[config.mk]
export PLATFORM = sky130hd
export DESIGN_NAME = data_mem_ctrl_flat
export DESIGN_NICKNAME = d
export VERILOG_FILES = /design/src/rtl/data_mem_pkg.sv /design/src/rtl/data_mem_ctrl_if.sv /design/src/rtl/data_mem_ctrl_seg_select_decoder.sv /design/src/rtl/data_mem_ctrl.sv /design/src/flat_wrapper.sv
export SDC_FILE = /design/constraint.sdc
export NUM_CORES = 1
export LEC_CHECK = 0
export ABC_CLOCK_PERIOD_IN_PS = 6400
export CORE_MARGIN = 2
export CORE_UTILIZATION = 45
export DETAILED_ROUTE_END_ITERATION = 6
export PLACE_DENSITY = 0.91
export SYNTH_ARGS = -nofsm -noshare
export SYNTH_HDL_FRONTEND = slang
export SYNTH_HIERARCHICAL = 1
export SYNTH_SLANG_ARGS = --single-unit
[constraint.sdc]
create_clock -name CLK_MC -period 6.4 [get_ports CLK_MC]
set_clock_uncertainty 0.2 [all_clocks]
set_input_delay 1.28 -clock CLK_MC [delete_from_list [all_inputs] [get_ports CLK_MC]]
set_output_delay 1.28 -clock CLK_MC [all_outputs]
set_load 0.005 [all_outputs]
[src/rtl/data_mem_pkg.sv]
// Shared constants for the data memory controller: state encoding, default
// data width and the cell-address field width of a sub-segment.
package data_mem_pkg;

    localparam int ADDR_W         = 16;
    localparam int CELL_ADDR_W    = 4;
    localparam int DATA_W_DEFAULT = 16;

    localparam logic [2:0] S_IDLE  = 3'd0;
    localparam logic [2:0] S_SETUP = 3'd1;
    localparam logic [2:0] S_WRITE = 3'd2;
    localparam logic [2:0] S_READ  = 3'd3;
    localparam logic [2:0] S_RESP  = 3'd4;

endpackage

[src/rtl/data_mem_ctrl_if.sv]
// Processor-side and sub-segment-side bus of the data memory controller.
interface data_mem_ctrl_if #(
    parameter int NUM_SEG = 4,
    parameter int DATA_W  = 16
) ();

    logic                REQ_MC;
    logic                WR_MC;
    logic [15:0]         ADDR_MC;
    logic [DATA_W-1:0]   DATA_WR_MC;
    logic [DATA_W-1:0]   DATA_OUT_SS_MC;
    logic                ACK_MC;
    logic                ERR_MC;
    logic                BUSY_MC;
    logic [DATA_W-1:0]   DATA_RD_MC;
    logic [NUM_SEG-1:0]  SEG_SEL_MC;
    logic [3:0]          ADDR_SS_MC;
    logic [DATA_W-1:0]   DATA_IN_SS_MC;
    logic                WE_SS_MC;

    modport master (
        output REQ_MC, WR_MC, ADDR_MC, DATA_WR_MC, DATA_OUT_SS_MC,
        input  ACK_MC, ERR_MC, BUSY_MC, DATA_RD_MC, SEG_SEL_MC,
               ADDR_SS_MC, DATA_IN_SS_MC, WE_SS_MC
    );

    modport slave (
        input  REQ_MC, WR_MC, ADDR_MC, DATA_WR_MC, DATA_OUT_SS_MC,
        output ACK_MC, ERR_MC, BUSY_MC, DATA_RD_MC, SEG_SEL_MC,
               ADDR_SS_MC, DATA_IN_SS_MC, WE_SS_MC
    );

endinterface

[src/rtl/data_mem_ctrl_seg_select_decoder.sv]
// Maps the segment field of a word address to a one-hot sub-segment select;
// any address beyond the last served segment yields all-zero and out-of-range.
module seg_select_decoder
    import data_mem_pkg::*;
#(
    parameter int NUM_SEG = 4
) (
    input  logic [ADDR_W-1:CELL_ADDR_W] seg_addr_i,
    output logic [NUM_SEG-1:0]          seg_sel_o,
    output logic                        in_range_o
);

    localparam int SEG_W = ADDR_W - CELL_ADDR_W;

    always_comb begin
        seg_sel_o = '0;
        for (int unsigned i = 0; i < NUM_SEG; i++) begin
            seg_sel_o[i] = (seg_addr_i == SEG_W'(i));
        end
        in_range_o = |seg_sel_o;
    end

endmodule

[src/rtl/data_mem_ctrl.sv]
// Single-access data memory controller: latches a processor request, drives
// one sub-segment through SETUP/WRITE|READ and answers with a one-cycle ACK.
module data_mem_ctrl
    import data_mem_pkg::*;
#(
    parameter int NUM_SEG = 4,
    parameter int DATA_W  = DATA_W_DEFAULT
) (
    input  logic           CLK_MC,
    input  logic           RST_MC,
    data_mem_ctrl_if.slave bus
);

    logic [2:0]         state_q, state_d;
    logic               wr_q, wr_d;
    logic [ADDR_W-1:0]  addr_q, addr_d;
    logic [DATA_W-1:0]  data_q, data_d;
    logic               in_range_q, in_range_d;
    logic [NUM_SEG-1:0] seg_sel_q, seg_sel_d;
    logic [DATA_W-1:0]  rd_q, rd_d;
    logic               ack_q, ack_d;
    logic               err_q, err_d;
    logic               busy_q, busy_d;
    logic               we_q, we_d;
    logic               accept;

    logic [NUM_SEG-1:0] dec_sel;
    logic               dec_in_range;

    // Decoding the next latched address lets the select be a plain register
    // that is already valid in SETUP.
    seg_select_decoder #(.NUM_SEG(NUM_SEG)) u_dec (
        .seg_addr_i (addr_d[ADDR_W-1:CELL_ADDR_W]),
        .seg_sel_o  (dec_sel),
        .in_range_o (dec_in_range)
    );

    assign accept = (state_q == S_IDLE) && bus.REQ_MC;

    always_comb begin
        state_d    = state_q;
        wr_d       = wr_q;
        addr_d     = addr_q;
        data_d     = data_q;
        rd_d       = rd_q;
        if (accept) begin
            wr_d   = bus.WR_MC;
            addr_d = bus.ADDR_MC;
            data_d = bus.DATA_WR_MC;
        end
        case (state_q)
            S_IDLE:  if (bus.REQ_MC) state_d = S_SETUP;
            S_SETUP: begin
                if (!in_range_q) begin
                    state_d = S_RESP;
                    rd_d    = '0;
                end else if (wr_q) begin
                    state_d = S_WRITE;
                end else begin
                    state_d = S_READ;
                end
            end
            S_WRITE: state_d = S_RESP;
            S_READ: begin
                state_d = S_RESP;
                rd_d    = bus.DATA_OUT_SS_MC;
            end
            S_RESP:  state_d = S_IDLE;
            default: state_d = S_IDLE;
        endcase
        seg_sel_d  = accept ? dec_sel : seg_sel_q;
        in_range_d = accept ? dec_in_range : in_range_q;
        busy_d     = (state_d != S_IDLE);
        ack_d      = (state_d == S_RESP);
        err_d      = ack_d && !in_range_q;
        we_d       = (state_d == S_WRITE);
    end

    always_ff @(posedge CLK_MC or posedge RST_MC) begin
        if (RST_MC) begin
            state_q    <= S_IDLE;
            wr_q       <= 1'b0;
            addr_q     <= '0;
            data_q     <= '0;
            in_range_q <= 1'b0;
            seg_sel_q  <= '0;
            rd_q       <= '0;
            ack_q      <= 1'b0;
            err_q      <= 1'b0;
            busy_q     <= 1'b0;
            we_q       <= 1'b0;
        end else begin
            state_q    <= state_d;
            wr_q       <= wr_d;
            addr_q     <= addr_d;
            data_q     <= data_d;
            in_range_q <= in_range_d;
            seg_sel_q  <= seg_sel_d;
            rd_q       <= rd_d;
            ack_q      <= ack_d;
            err_q      <= err_d;
            busy_q     <= busy_d;
            we_q       <= we_d;
        end
    end

    assign bus.ACK_MC        = ack_q;
    assign bus.ERR_MC        = err_q;
    assign bus.BUSY_MC       = busy_q;
    assign bus.DATA_RD_MC    = rd_q;
    assign bus.SEG_SEL_MC    = seg_sel_q;
    assign bus.ADDR_SS_MC    = addr_q[CELL_ADDR_W-1:0];
    assign bus.DATA_IN_SS_MC = data_q;
    assign bus.WE_SS_MC      = we_q;

endmodule
[src/flat_wrapper.sv]
// flat-port wrapper written by rule: the top's interface ports become plain ports
module data_mem_ctrl_flat import data_mem_pkg::*;
#(
    parameter int NUM_SEG = 4,
    parameter int DATA_W  = DATA_W_DEFAULT
)
  (CLK_MC, RST_MC, bus_REQ_MC, bus_WR_MC, bus_ADDR_MC, bus_DATA_WR_MC, bus_DATA_OUT_SS_MC, bus_ACK_MC, bus_ERR_MC, bus_BUSY_MC, bus_DATA_RD_MC, bus_SEG_SEL_MC, bus_ADDR_SS_MC, bus_DATA_IN_SS_MC, bus_WE_SS_MC);
  data_mem_ctrl_if #(.NUM_SEG(NUM_SEG), .DATA_W(DATA_W)) bus_i ();
  input  logic CLK_MC;
  input  logic RST_MC;
  input wire logic [$bits(bus_i.REQ_MC)-1:0] bus_REQ_MC;
  input wire logic [$bits(bus_i.WR_MC)-1:0] bus_WR_MC;
  input wire logic [$bits(bus_i.ADDR_MC)-1:0] bus_ADDR_MC;
  input wire logic [$bits(bus_i.DATA_WR_MC)-1:0] bus_DATA_WR_MC;
  input wire logic [$bits(bus_i.DATA_OUT_SS_MC)-1:0] bus_DATA_OUT_SS_MC;
  output wire logic [$bits(bus_i.ACK_MC)-1:0] bus_ACK_MC;
  output wire logic [$bits(bus_i.ERR_MC)-1:0] bus_ERR_MC;
  output wire logic [$bits(bus_i.BUSY_MC)-1:0] bus_BUSY_MC;
  output wire logic [$bits(bus_i.DATA_RD_MC)-1:0] bus_DATA_RD_MC;
  output wire logic [$bits(bus_i.SEG_SEL_MC)-1:0] bus_SEG_SEL_MC;
  output wire logic [$bits(bus_i.ADDR_SS_MC)-1:0] bus_ADDR_SS_MC;
  output wire logic [$bits(bus_i.DATA_IN_SS_MC)-1:0] bus_DATA_IN_SS_MC;
  output wire logic [$bits(bus_i.WE_SS_MC)-1:0] bus_WE_SS_MC;
  assign bus_i.REQ_MC = bus_REQ_MC;
  assign bus_i.WR_MC = bus_WR_MC;
  assign bus_i.ADDR_MC = bus_ADDR_MC;
  assign bus_i.DATA_WR_MC = bus_DATA_WR_MC;
  assign bus_i.DATA_OUT_SS_MC = bus_DATA_OUT_SS_MC;
  assign bus_ACK_MC = bus_i.ACK_MC;
  assign bus_ERR_MC = bus_i.ERR_MC;
  assign bus_BUSY_MC = bus_i.BUSY_MC;
  assign bus_DATA_RD_MC = bus_i.DATA_RD_MC;
  assign bus_SEG_SEL_MC = bus_i.SEG_SEL_MC;
  assign bus_ADDR_SS_MC = bus_i.ADDR_SS_MC;
  assign bus_DATA_IN_SS_MC = bus_i.DATA_IN_SS_MC;
  assign bus_WE_SS_MC = bus_i.WE_SS_MC;
  data_mem_ctrl #(.NUM_SEG(NUM_SEG), .DATA_W(DATA_W)) u_core (.CLK_MC(CLK_MC), .RST_MC(RST_MC), .bus(bus_i));
endmodule
-- After elaboration in Yosys (flattened, before gate mapping)
Index checks and enable logic that the tools add are counted.
- add/subtract/negate cells: 0
- multiply operators: 0
- div/mod/pow operators: 0
- magnitude comparators: 0
- equality and inequality tests: 9
- shift operators: 0
- muxes and demuxes: 7
- bitwise logic cells: 0
- reductions and logical operators: 10
- operators by type and width (operator ; count):
    two-way mux 16 bit ; 2
    one-hot mux 16 bit (2 select lines) ; 1
    == test 12 x 2 -> 1 bit, second input constant ; 2
    == test 12 x 1 -> 1 bit, second input constant ; 1
    zero test 12 bit ; 1
    == test 3 x 2 -> 1 bit, second input constant ; 3
    one-hot mux 3 bit (3 select lines) ; 1
    two-way mux 3 bit ; 2
    OR reduction 4 bit ; 1
    == test 3 x 1 -> 1 bit, second input constant ; 1
    == test 3 bit, second input constant ; 1
    zero test 3 bit ; 1
    nonzero test 3 bit ; 1
    logical AND 1 bit ; 2
    != test 2 bit, second input constant ; 1
    AND reduction 2 bit ; 1
    nonzero test 2 bit ; 1
    OR reduction 2 bit ; 1
    zero test 1 bit ; 1
    two-way mux 1 bit ; 1
- flip-flop bits (word level): 61
- bits in latches: 0
- bits in writable memories: 0
- memory bits (read-only): 0
- bits of input ports: 52
- output and inout bits: 44
- word-level logic and storage cells: 38
- memories kept: 0

-- Depth between registers and ports, before layout
Gate-level depths: netlist (run 1).
- depth in word-level cells: 5
- gate-level depth with buffers: 8
- gate-level depth less buffers: 6

-- Modules after synthesis
Netlist (run 1), hierarchy kept.
- modules (own cells, without submodules) (module ; times used ; cells an instance ; area an instance (um^2) ; seq. area each (um^2)):
    data_mem_ctrl ; 1 ; 147 ; 2411.1 ; 1526.5
    seg_select_decoder ; 1 ; 12 ; 81.3 ; 0.0

-- Least setup slack after synthesis (run 1)
OpenSTA, ideal clock, no wires.
- path type: input-to-reg
- start point: input port bus_REQ_MC
- end point: register u_core.seg_sel_q[1], in the netlist u_core/bus.SEG_SEL_MC[1]
- setup time: 0.064 ns
- arrival: 3.063 ns
- data required time: 6.136 ns
- slack: 3.073 ns
- stages on the path: 8
- buffers on the path: 2
- path through: nand2b_4 -> nor3_4 -> buf_6 -> buf_12 -> mux2_4 -> or4_4 -> nor4_1 -> mux2_4
- word-level cells in the longest chain between the ends: 3
- ends and longest elaborated chain (what ; line ; RTL):
    start, declared ; flat_wrapper.sv:11 ; input wire logic [$bits(bus_i.REQ_MC)-1:0] bus_REQ_MC;
    logical AND 1 bit ; data_mem_ctrl.sv:38 ; assign accept = (state_q == S_IDLE) && bus.REQ_MC;
    two-way mux 16 bit ; data_mem_ctrl.sv:46 ; if (accept) begin
    named net u_core.addr_d[13] ; data_mem_ctrl.sv:16 ; logic [ADDR_W-1:0] addr_q, addr_d;
    == test 12 x 1 -> 1 bit ; data_mem_ctrl_seg_select_decoder.sv:18 ; seg_sel_o[i] = (seg_addr_i == SEG_W'(i));
    named net u_core.dec_sel[1] ; data_mem_ctrl.sv:27 ; logic [NUM_SEG-1:0] dec_sel;
    end signal, assigned ; data_mem_ctrl.sv:98 ; seg_sel_q <= seg_sel_d;
    end, declared ; data_mem_ctrl.sv:19 ; logic [NUM_SEG-1:0] seg_sel_q, seg_sel_d;
The timed path passes the listed nets, and every way through them passes these cells.
A chain may end at the register's enable or synchronous reset.

-- Final worst setup path (run 1)
Same ends and word-level chain as after synthesis.

==> results of run 1 <==
==> power by group <==
group | internal, mW | leakage, nW | total [mW] | switching [mW]
registers | 0.447 | 0.770 | 0.476 | 0.0298
logic | 0.169 | 0.707 | 0.249 | 0.0798
clock network | 0.148 | 0.0833 | 0.280 | 0.132
total | 0.763 | 1.56 | 1.00 | 0.241
==> final timing paths <==
kind,start,to,slack [ns],cells after the start
setup reg to reg,u_core/state_q[0],u_core/bus.SEG_SEL_MC[1],3.18,7
min in group asynchronous,RST_MC,u_core/bus.DATA_RD_MC[15],1.28,3
setup / recovery,bus_REQ_MC,u_core/bus.SEG_SEL_MC[1],2.21,8
hold reg to reg,u_core/addr_q[10],u_core/addr_q[10],0.30,1
max in group asynchronous,RST_MC,u_core/in_range_q,4.24,3
hold / removal,u_core/addr_q[10],u_core/addr_q[10],0.30,1
==> per-layer routing <==
layer	global-route usage (%)	wire length, µm
met4	9.47	78
met2	28.5	2320
met5	0	0
met3	4.60	380
met1	22.3	2140
==> state kept, by name, indices dropped and copies added, names as in the netlist, 3 cells and up <==
| register | flops |
|---|---|
| u_core/bus.DATA_RD_MC | 16 |
| u_core/state_q | 3 |
| u_core/bus.SEG_SEL_MC | 4 |
| u_core/bus.DATA_IN_SS_MC | 16 |
| u_core/addr_q | 16 |
==> critical path, stage by stage <==
cell             delay, ns
clkdlybuf4s50_1       0.53
nand2b_4              0.07
nor3_4                0.79
buf_4                 0.41
mux2_2                0.39
or2_2                 0.31
nor4_1                0.27
mux2_4                0.20
==> kinds of logic (layout without fill, tap and decap cells) <==
group | after synthesis | after routing | share of synthesized area [%]
buf+inv | 15 | 115 | 5.47
compound gates | 19 | 19 | 6.32
mux | 38 | 38 | 20.2
simple gates | 26 | 26 | 6.78
flops | 61 | 61 | 61.2
==> cell usage after synthesis (2+ instances only) <==
master / number
nor4_1: 3
and2_1: 2
nor3_1: 6
inv_1: 2
buf_12: 2
mux2_4: 20
buf_2: 2
buf_6: 3
a22o_1: 16
nand2b_1: 2
buf_4: 6
dfrtp_1: 61
mux2_2: 18
or4_4: 2
nand2_1: 2
nor2_1: 4
==> placed cells by master, fill, tap and decap left out, types with 2 or more instances in the layout <==
cell type,Yosys,final
buf_4,6,3
nand2b_1,2,2
clkbuf_8,0,10
clkinv_2,0,2
a22o_1,16,16
clkdlybuf4s50_1,0,95
dfrtp_1,61,61
mux2_2,18,18
nor3_1,6,6
nor4_1,3,3
clkbuf_1,0,3
mux2_4,20,20
and2_1,2,2
nand2_1,2,2
or4_4,2,2
nor2_1,4,4
==> cell type report <==
class,instances,area (µm²)
Clock buffer,13,149
Multi-Input combinational cell,83,830
Sequential cell,61,1530
Tap cell,72,90.1
Clock inverter,2,10.0
Fill cell,415,1850
Timing Repair Buffer,98,973
Inverter,2,7.51
==> through the flow <==
| stage | area (µm²) | util (%) |
|---|---|---|
| after floorplan | 2490 | - |
| after global placement | 3430 | 63.0 |
| after detailed placement | 3430 | 63.0 |
| after CTS | 3590 | 65.9 |
| after global routing | 3590 | 65.9 |
| final | 3590 | 65.9 |
==> impl_metrics.json, run 1 <==
{
  "tightestPinTransition_ns": 1.16,
  "cts-root-buf": "clkbuf_8",
  "power.total_mw": 1.00,
  "gp_congestion": 0.772,
  "synth.cell_area_um2": 2490,
  "fp.dieW_um": 78.4,
  "crit_required_ns": 6.46,
  "post-synth-top-area-fraction_pct": 61.2,
  "dp_slack_ns": 1.84,
  "syn_nets": 211,
  "die_h_um": 78.4,
  "insertion_delay_ns": 0.32,
  "cts_setup_buffers": 0,
  "track_usage_pct": 17.8,
  "fmax_ghz": 0.238,
  "via_per_inst": 4.89,
  "die_area_um2": 6150,
  "pin_count": 96,
  "start_util_pct": 45.8,
  "ys_types": 24,
  "io_buffers": 95,
  "period_needed_ns": 4.19,
  "whs_ns": 0.302,
  "yosys_register_bits": 61,
  "area_delta_synth_final_pct": 43.9,
  "drt-initial-drc-count": 37,
  "synth_area_leaders": "dfrtp_1 61%, mux2_4 12%, mux2_2 8.1%",
  "wl_per_cell_um": 14.9,
  "firstDrtPassIters": 4,
  "cts_tree": "built",
  "routed_wl_um": 4930,
  "hold_viol_final": 0,
  "cap_violations": 0,
  "synthCells": 159,
  "ys.flop_type": "dfrtp_1",
  "setup_viol": 0,
  "finalMaxSlewViolations": 0,
  "yosysSeqAreaShare_pct": 61.2,
  "worstSetupPathType": "primary input to flop",
  "peakVddDrop_v": 0.000158,
  "powerDensity_nw_per_um2": 280,
  "worst_setup_path_end_kind": "flop",
  "grt_pass1_vias": 1750,
  "async_flop_share_pct": 100,
  "cts_resized": 0,
  "vias": 1617,
  "dp.cells": 316,
  "clock_path_buffers": 2,
  "clock_sinks": 61,
  "synth_top_cell_by_area": "dfrtp_1",
  "cts_buffers": 9,
  "ant_nets": 0,
  "grt-ovfl-total": 0,
  "grt_pass1_wl_um": 8300,
  "nNetsFinal": 307,
  "syn_area_per_cell_um2": 15.7,
  "cts_hold_buffers": 0,
  "ys_warn_count": 6,
  "status": "completed",
  "timing.final.crit_share_pct": 65.5,
  "cp-start-kind": "primary input",
  "antenna_found_initial": 0,
  "core_area_um2": 5440,
  "path_max_fanout": 19,
  "fin_tns_setup_ns": 0,
  "clkTransAtPathRegs_ns": 0.06,
  "drive_gt1_share_pct": 22.8,
  "dp_hpwl_um": 3500,
  "fin_cells": 331,
  "grt_max_degree": 62,
  "rsz0062_at_grt": "false",
  "cts-htree-levels": 3,
  "worstPathArrival_ns": 4.26,
  "min_path_type": "flop to flop",
  "relSlewSlack_pct": 21.8,
  "drcViolationCount": 0,
  "synth_enable_flop_cells": 0,
  "fin_ws_ns": 2.21,
  "p_leak_nw": 1.56,
  "rows": 27,
  "n_antenna_cell": 0
}
Note: power is estimated with default switching activity, not from simulation.
==> inputs of run 2 (changes only) <==
Settings changed: ABC_CLOCK_PERIOD_IN_PS 6400 to 4400, CORE_UTILIZATION 45 to 43, PLACE_DENSITY 0.91 to 0.88.
Clock period 6.4 ns to 4.4 ns, I/O delays scaled along.
==> run 2 against run 1 <==
Net effect: routed wire length up 4.4%; clock power up 66%; cell area up 1.2%; global-route usage down 0.90 points; register-to-register slack worse by 1.5 ns; first-iteration DRC count up 16%; critical path depth unchanged; final cell count down 0.30%; combinational power up 47%; sequential power up 46%; total power up 52%; critical endpoint unchanged; highest routed layer unchanged.
==> impl_metrics.json, run 2 (same netlist as run 1, synthesis figures left out) <==
{
  "n_antenna_cell": 0,
  "fp.dieW_um": 80.1,
  "period_needed_ns": 3.29,
  "fin_cells": 330,
  "nNetsFinal": 306,
  "cts-root-buf": "clkbuf_8",
  "firstDrtPassIters": 2,
  "cts_setup_buffers": 0,
  "track_usage_pct": 16.9,
  "relSlewSlack_pct": 23.0,
  "core_area_um2": 5540,
  "cts_resized": 0,
  "cts-htree-levels": 3,
  "dp.cells": 315,
  "drt-initial-drc-count": 43,
  "gp_congestion": 0.693,
  "insertion_delay_ns": 0.31,
  "start_util_pct": 45.0,
  "cts_hold_buffers": 0,
  "grt_pass1_vias": 1691,
  "layout_commonest_cell": "clkdlybuf4s50_1",
  "ant_nets": 0,
  "fmax_ghz": 0.304,
  "clock_path_buffers": 2,
  "dp_hpwl_um": 3640,
  "drcViolationCount": 0,
  "fin_tns_setup_ns": 0,
  "worstPathArrival_ns": 3.34,
  "p_leak_nw": 1.58,
  "powerDensity_nw_per_um2": 420,
  "io_buffers": 95,
  "routed_wl_um": 5140,
  "fin_ws_ns": 1.11,
  "status": "completed",
  "final_core_util_pct": 65.5,
  "clock_sinks": 61,
  "area_delta_synth_final_pct": 45.6,
  "path_max_fanout": 38,
  "grt-ovfl-total": 0,
  "crit_required_ns": 4.45,
  "worstSetupPathType": "primary input to flop",
  "vias": 1603,
  "grt_max_degree": 49,
  "cp-start-kind": "primary input",
  "r2r_start": "u_core/state_q[0]",
  "cp-startpoint": "bus_REQ_MC",
  "finalMaxSlewViolations": 0,
  "drive_gt1_share_pct": 23.3,
  "via_per_inst": 4.86,
  "cap_violations": 0,
  "hp-start": "u_core/in_range_q",
  "dp_slack_ns": 0.756,
  "min_path_type": "flop to flop",
  "tightestPinTransition_ns": 1.15,
  "most-common-layout-cells": "95 x clkdlybuf4s50_1, 61 x dfrtp_1, 20 x mux2_4",
  "wl_per_cell_um": 15.6,
  "hold_viol_final": 0,
  "peakVddDrop_v": 0.000258,
  "setup_viol": 0,
  "rsz0062_at_grt": "false",
  "rows": 27,
  "grt_pass1_wl_um": 8100,
  "die_h_um": 80.1,
  "pin_count": 96,
  "antenna_found_initial": 0,
  "die_area_um2": 6420,
  "cts_tree": "built",
  "cts_buffers": 9,
  "clkTransAtPathRegs_ns": 0.06,
  "worst_setup_path_end_kind": "flop",
  "timing.final.crit_share_pct": 74.9
}
==> run 2: final cells by class <==
type,instances,area (µm²)
Sequential cell,61,1530
Inverter,2,7.51
Clock buffer,15,196
Tap cell,72,90.1
Fill cell,433,1910
Timing Repair Buffer,97,978
Multi-Input combinational cell,83,830
==> run 2: worst paths after layout <==
kind                                          endpoint  slack (ns)  cells past startpoint
max in group asynchronous     u_core/bus.SEG_SEL_MC[1]        2.32                      3
hold reg to reg                      u_core/bus.ERR_MC        0.29                      1
min in group asynchronous  u_core/bus.DATA_IN_SS_MC[0]        0.93                      2
setup / recovery              u_core/bus.SEG_SEL_MC[1]        1.11                      8
hold / removal                       u_core/bus.ERR_MC        0.29                      1
setup reg to reg              u_core/bus.SEG_SEL_MC[1]        1.68                      7
==> run 2: per-layer routing <==
metal / share of wire [%] / track usage, % / up-vias
met5: 0 / 0 / -
met4: 1.7 / 8.31 / 0
met3: 8.2 / 4.61 / 8
met2: 47 / 27.1 / 72
met1: 43 / 21.2 / 768
li1: - / - / 755
==> run 2: critical path: stages <==
cell and delay (ns):
clkdlybuf4s50_1 0.52, nand2b_4 0.07, nor3_4 0.15, buf_12 0.27
mux2_4 0.34, or4_4 0.57, nor4_1 0.33, mux2_4 0.21
==> run 2: power breakdown <==
group          internal, mW  leakage, nW  switching, mW
clock                 0.279        0.102          0.187
combinational         0.247        0.706          0.118
sequential            0.650        0.770         0.0442
total                  1.18         1.58          0.349
==> run 2: per-stage QoR <==
stage / hold WS [ns] / area, µm² / total power, mW
5_1_grt: 0.318 / 3630 / 1.61
2_1_floorplan: 0.246 / 2490 / 0.904
4_1_cts: 0.296 / 3630 / 1.55
6_report: 0.291 / 3630 / 1.52
3_3_place_gp: 0.283 / 3430 / 1.06
3_5_place_dp: 0.282 / 3430 / 1.07
==> inputs of run 3 (changes only) <==
Settings changed: ABC_CLOCK_PERIOD_IN_PS 4400 to 2700, CORE_UTILIZATION 43 to 39, PLACE_DENSITY 0.88 to 0.84.
Clock period 4.4 ns to 2.7 ns, I/O delays scaled along.
==> run 3 against run 2 <==
Net effect: count of clock-buffer cells in the layout down 6; non-clock buffer count up 12; clock power up 84%; die area up 9.7%; first-iteration DRC count up 84%; routed wire length up 8.7%; worst hold slack better by 0.0051 ns.
==> impl_metrics.json, run 3 (same netlist as run 1, synthesis figures left out) <==
{
  "ant_nets": 0,
  "cp-start-kind": "flop",
  "crit_path_top_delay_cell": "or4_4",
  "path_cells": "nand2b_4 -> nor3_4 -> buf_12 -> buf_6 -> mux2_4 -> or4_4 -> nor4_4 -> mux2_2",
  "rsz0062_at_grt": "false",
  "firstDrtPassIters": 4,
  "io_buffers": 95,
  "insertion_delay_ns": 0.31,
  "p_int_mw": 2.01,
  "crit_required_ns": 2.76,
  "timing.final.crit_share_pct": 96.9,
  "busiest_layer": "met2",
  "cts_tree": "built",
  "cts_hold_buffers": 0,
  "cap_violations": 0,
  "track_usage_pct": 17.0,
  "drt-initial-drc-count": 79,
  "drive_gt1_share_pct": 28.4,
  "fp.dieW_um": 83.9,
  "nFillCells": 500,
  "status": "completed",
  "hold_depth": 1,
  "min_path_type": "flop to flop",
  "gp_congestion": 0.814,
  "cts-root-buf": "clkbuf_8",
  "dp_slack_ns": -0.442,
  "via_per_inst": 4.71,
  "powerDensity_nw_per_um2": 699,
  "start_util_pct": 39.7,
  "worstSetupPathType": "flop to flop",
  "clkTransAtPathRegs_ns": 0.07,
  "clock_sinks": 61,
  "path_max_fanout": 8,
  "p_leak_nw": 1.66,
  "swShare_pct": 24.1,
  "finalMaxSlewViolations": 0,
  "met1_usage_pct": 22.7,
  "pwr-share-seq_pct": 42.6,
  "holdPathEnd": "u_core/addr_q[10]",
  "cts_buffers": 9,
  "rows": 29,
  "tightestPinTransition_ns": 1.15,
  "routed_wl_um": 5590,
  "hp-start": "u_core/addr_q[10]",
  "period_needed_ns": 2.62,
  "power.total_mw": 2.64,
  "worstPathArrival_ns": 2.68,
  "die_h_um": 83.9,
  "fmax_ghz": 0.382,
  "final_core_util_pct": 60.3,
  "whs_ns": 0.296,
  "core_area_um2": 6280,
  "grt_pass1_wl_um": 9260,
  "dp_hpwl_um": 3950,
  "area_delta_synth_final_pct": 51.9,
  "vias": 1638,
  "fin_ws_ns": 0.0838,
  "p_switching_mw": 0.637,
  "pin_count": 96,
  "crit_family": "simple AND/OR/NAND/NOR gates",
  "most-common-layout-cells": "94 x clkdlybuf4s50_1, 61 x dfrtp_1, 20 x mux2_4",
  "r2r_start": "u_core/state_q[0]",
  "clock_power_share_pct": 32.4,
  "worst_setup_path_end_kind": "flop",
  "grt_use_met2_pct": 26.9,
  "nNetsFinal": 318,
  "drcViolationCount": 0,
  "antenna_found_initial": 0,
  "setup_viol": 0,
  "grt-ovfl-total": 0,
  "reg2reg_depth": 8,
  "met3_usage_pct": 4.25,
  "worstPathBufferInverterCount": 2,
  "cts-htree-levels": 3,
  "hold_viol_final": 0,
  "layout_commonest_cell": "clkdlybuf4s50_1",
  "n_antenna_cell": 0,
  "comb_power_share_pct": 25.0,
  "die_area_um2": 7050,
  "grt_pass1_vias": 1841,
  "r2r_end": "u_core/bus.SEG_SEL_MC[3]",
  "regToRegSetupSlack_ns": 0.08,
  "cp_slowest_stage_delay_ns": 0.54,
  "grt_max_degree": 42,
  "relSlewSlack_pct": 22.7,
  "wl_per_cell_um": 16.1,
  "peakVddDrop_v": 0.000463,
  "clock_path_buffers": 2
}
[run 3: per-layer routing]
metal	share of wire (%)	routed length, µm	up-vias
met2	50	2800	50
li1	-	-	777
met1	44	2480	809
met5	0	0	-
met4	0.63	35	0
met3	4.8	269	2
[run 3: worst max path at each step]
| stage | from | endpoint | slack [ns] | cells past startpoint |
|---|---|---|---|---|
| floorplan | bus_REQ_MC | u_core/bus.SEG_SEL_MC[1] | 0.11 | 8 |
| global placement | bus_REQ_MC | u_core/bus.SEG_SEL_MC[0] | -0.37 | 9 |
| detailed placement | bus_REQ_MC | u_core/bus.SEG_SEL_MC[3] | -0.44 | 8 |
| CTS | u_core/state_q[0] | u_core/bus.SEG_SEL_MC[3] | 0.09 | 8 |
| global route | u_core/state_q[0] | u_core/bus.SEG_SEL_MC[3] | 0.004 | 8 |
| finish | u_core/state_q[0] | u_core/bus.SEG_SEL_MC[3] | 0.08 | 8 |
[run 3: layout make-up]
class | instances | area, µm² | area share [%]
Clock buffer | 9 | 124 | 3.27
Clock inverter | 7 | 90.1 | 2.38
Inverter | 2 | 7.51 | 0.198
Multi-Input combinational cell | 83 | 857 | 22.6
Sequential cell | 61 | 1530 | 40.3
Tap cell | 77 | 96.3 | 2.55
Timing Repair Buffer | 109 | 1080 | 28.6
[run 3: what timing repair did]
item                       in CTS  in global routing
gates resized for setup         6                  1
setup buffers                   2                  0
setup endpoints to repair       4                  1
[run 3: worst register-to-register path: stages, from the launching register on]
cell      delay, ns
dfrtp_1        0.43
nand2b_4       0.17
nor3_4         0.15
buf_12         0.16
buf_6          0.14
mux2_4         0.31
or4_4          0.54
nor4_4         0.28
mux2_2         0.19
[run 3: power groups by stage]
stage          sequential, mW  clock [mW]  combinational [mW]
2_1_floorplan            1.13           0               0.340
3_3_place_gp             1.14           0               0.623
3_5_place_dp             1.14           0               0.641
4_1_cts                  1.13       0.887               0.660
5_1_grt                  1.15       0.928               0.708
6_report                 1.13       0.858               0.661
[run 3: metrics by stage]
step                      TNS [ns]  std cells  instance area [µm²]
after floorplan                  0        159                 2490
after global placement       -1.71        330                 3530
after detailed placement     -1.94        330                 3530
after CTS                        0        348                 3780
after global routing             0        348                 3780
final                            0        348                 3780
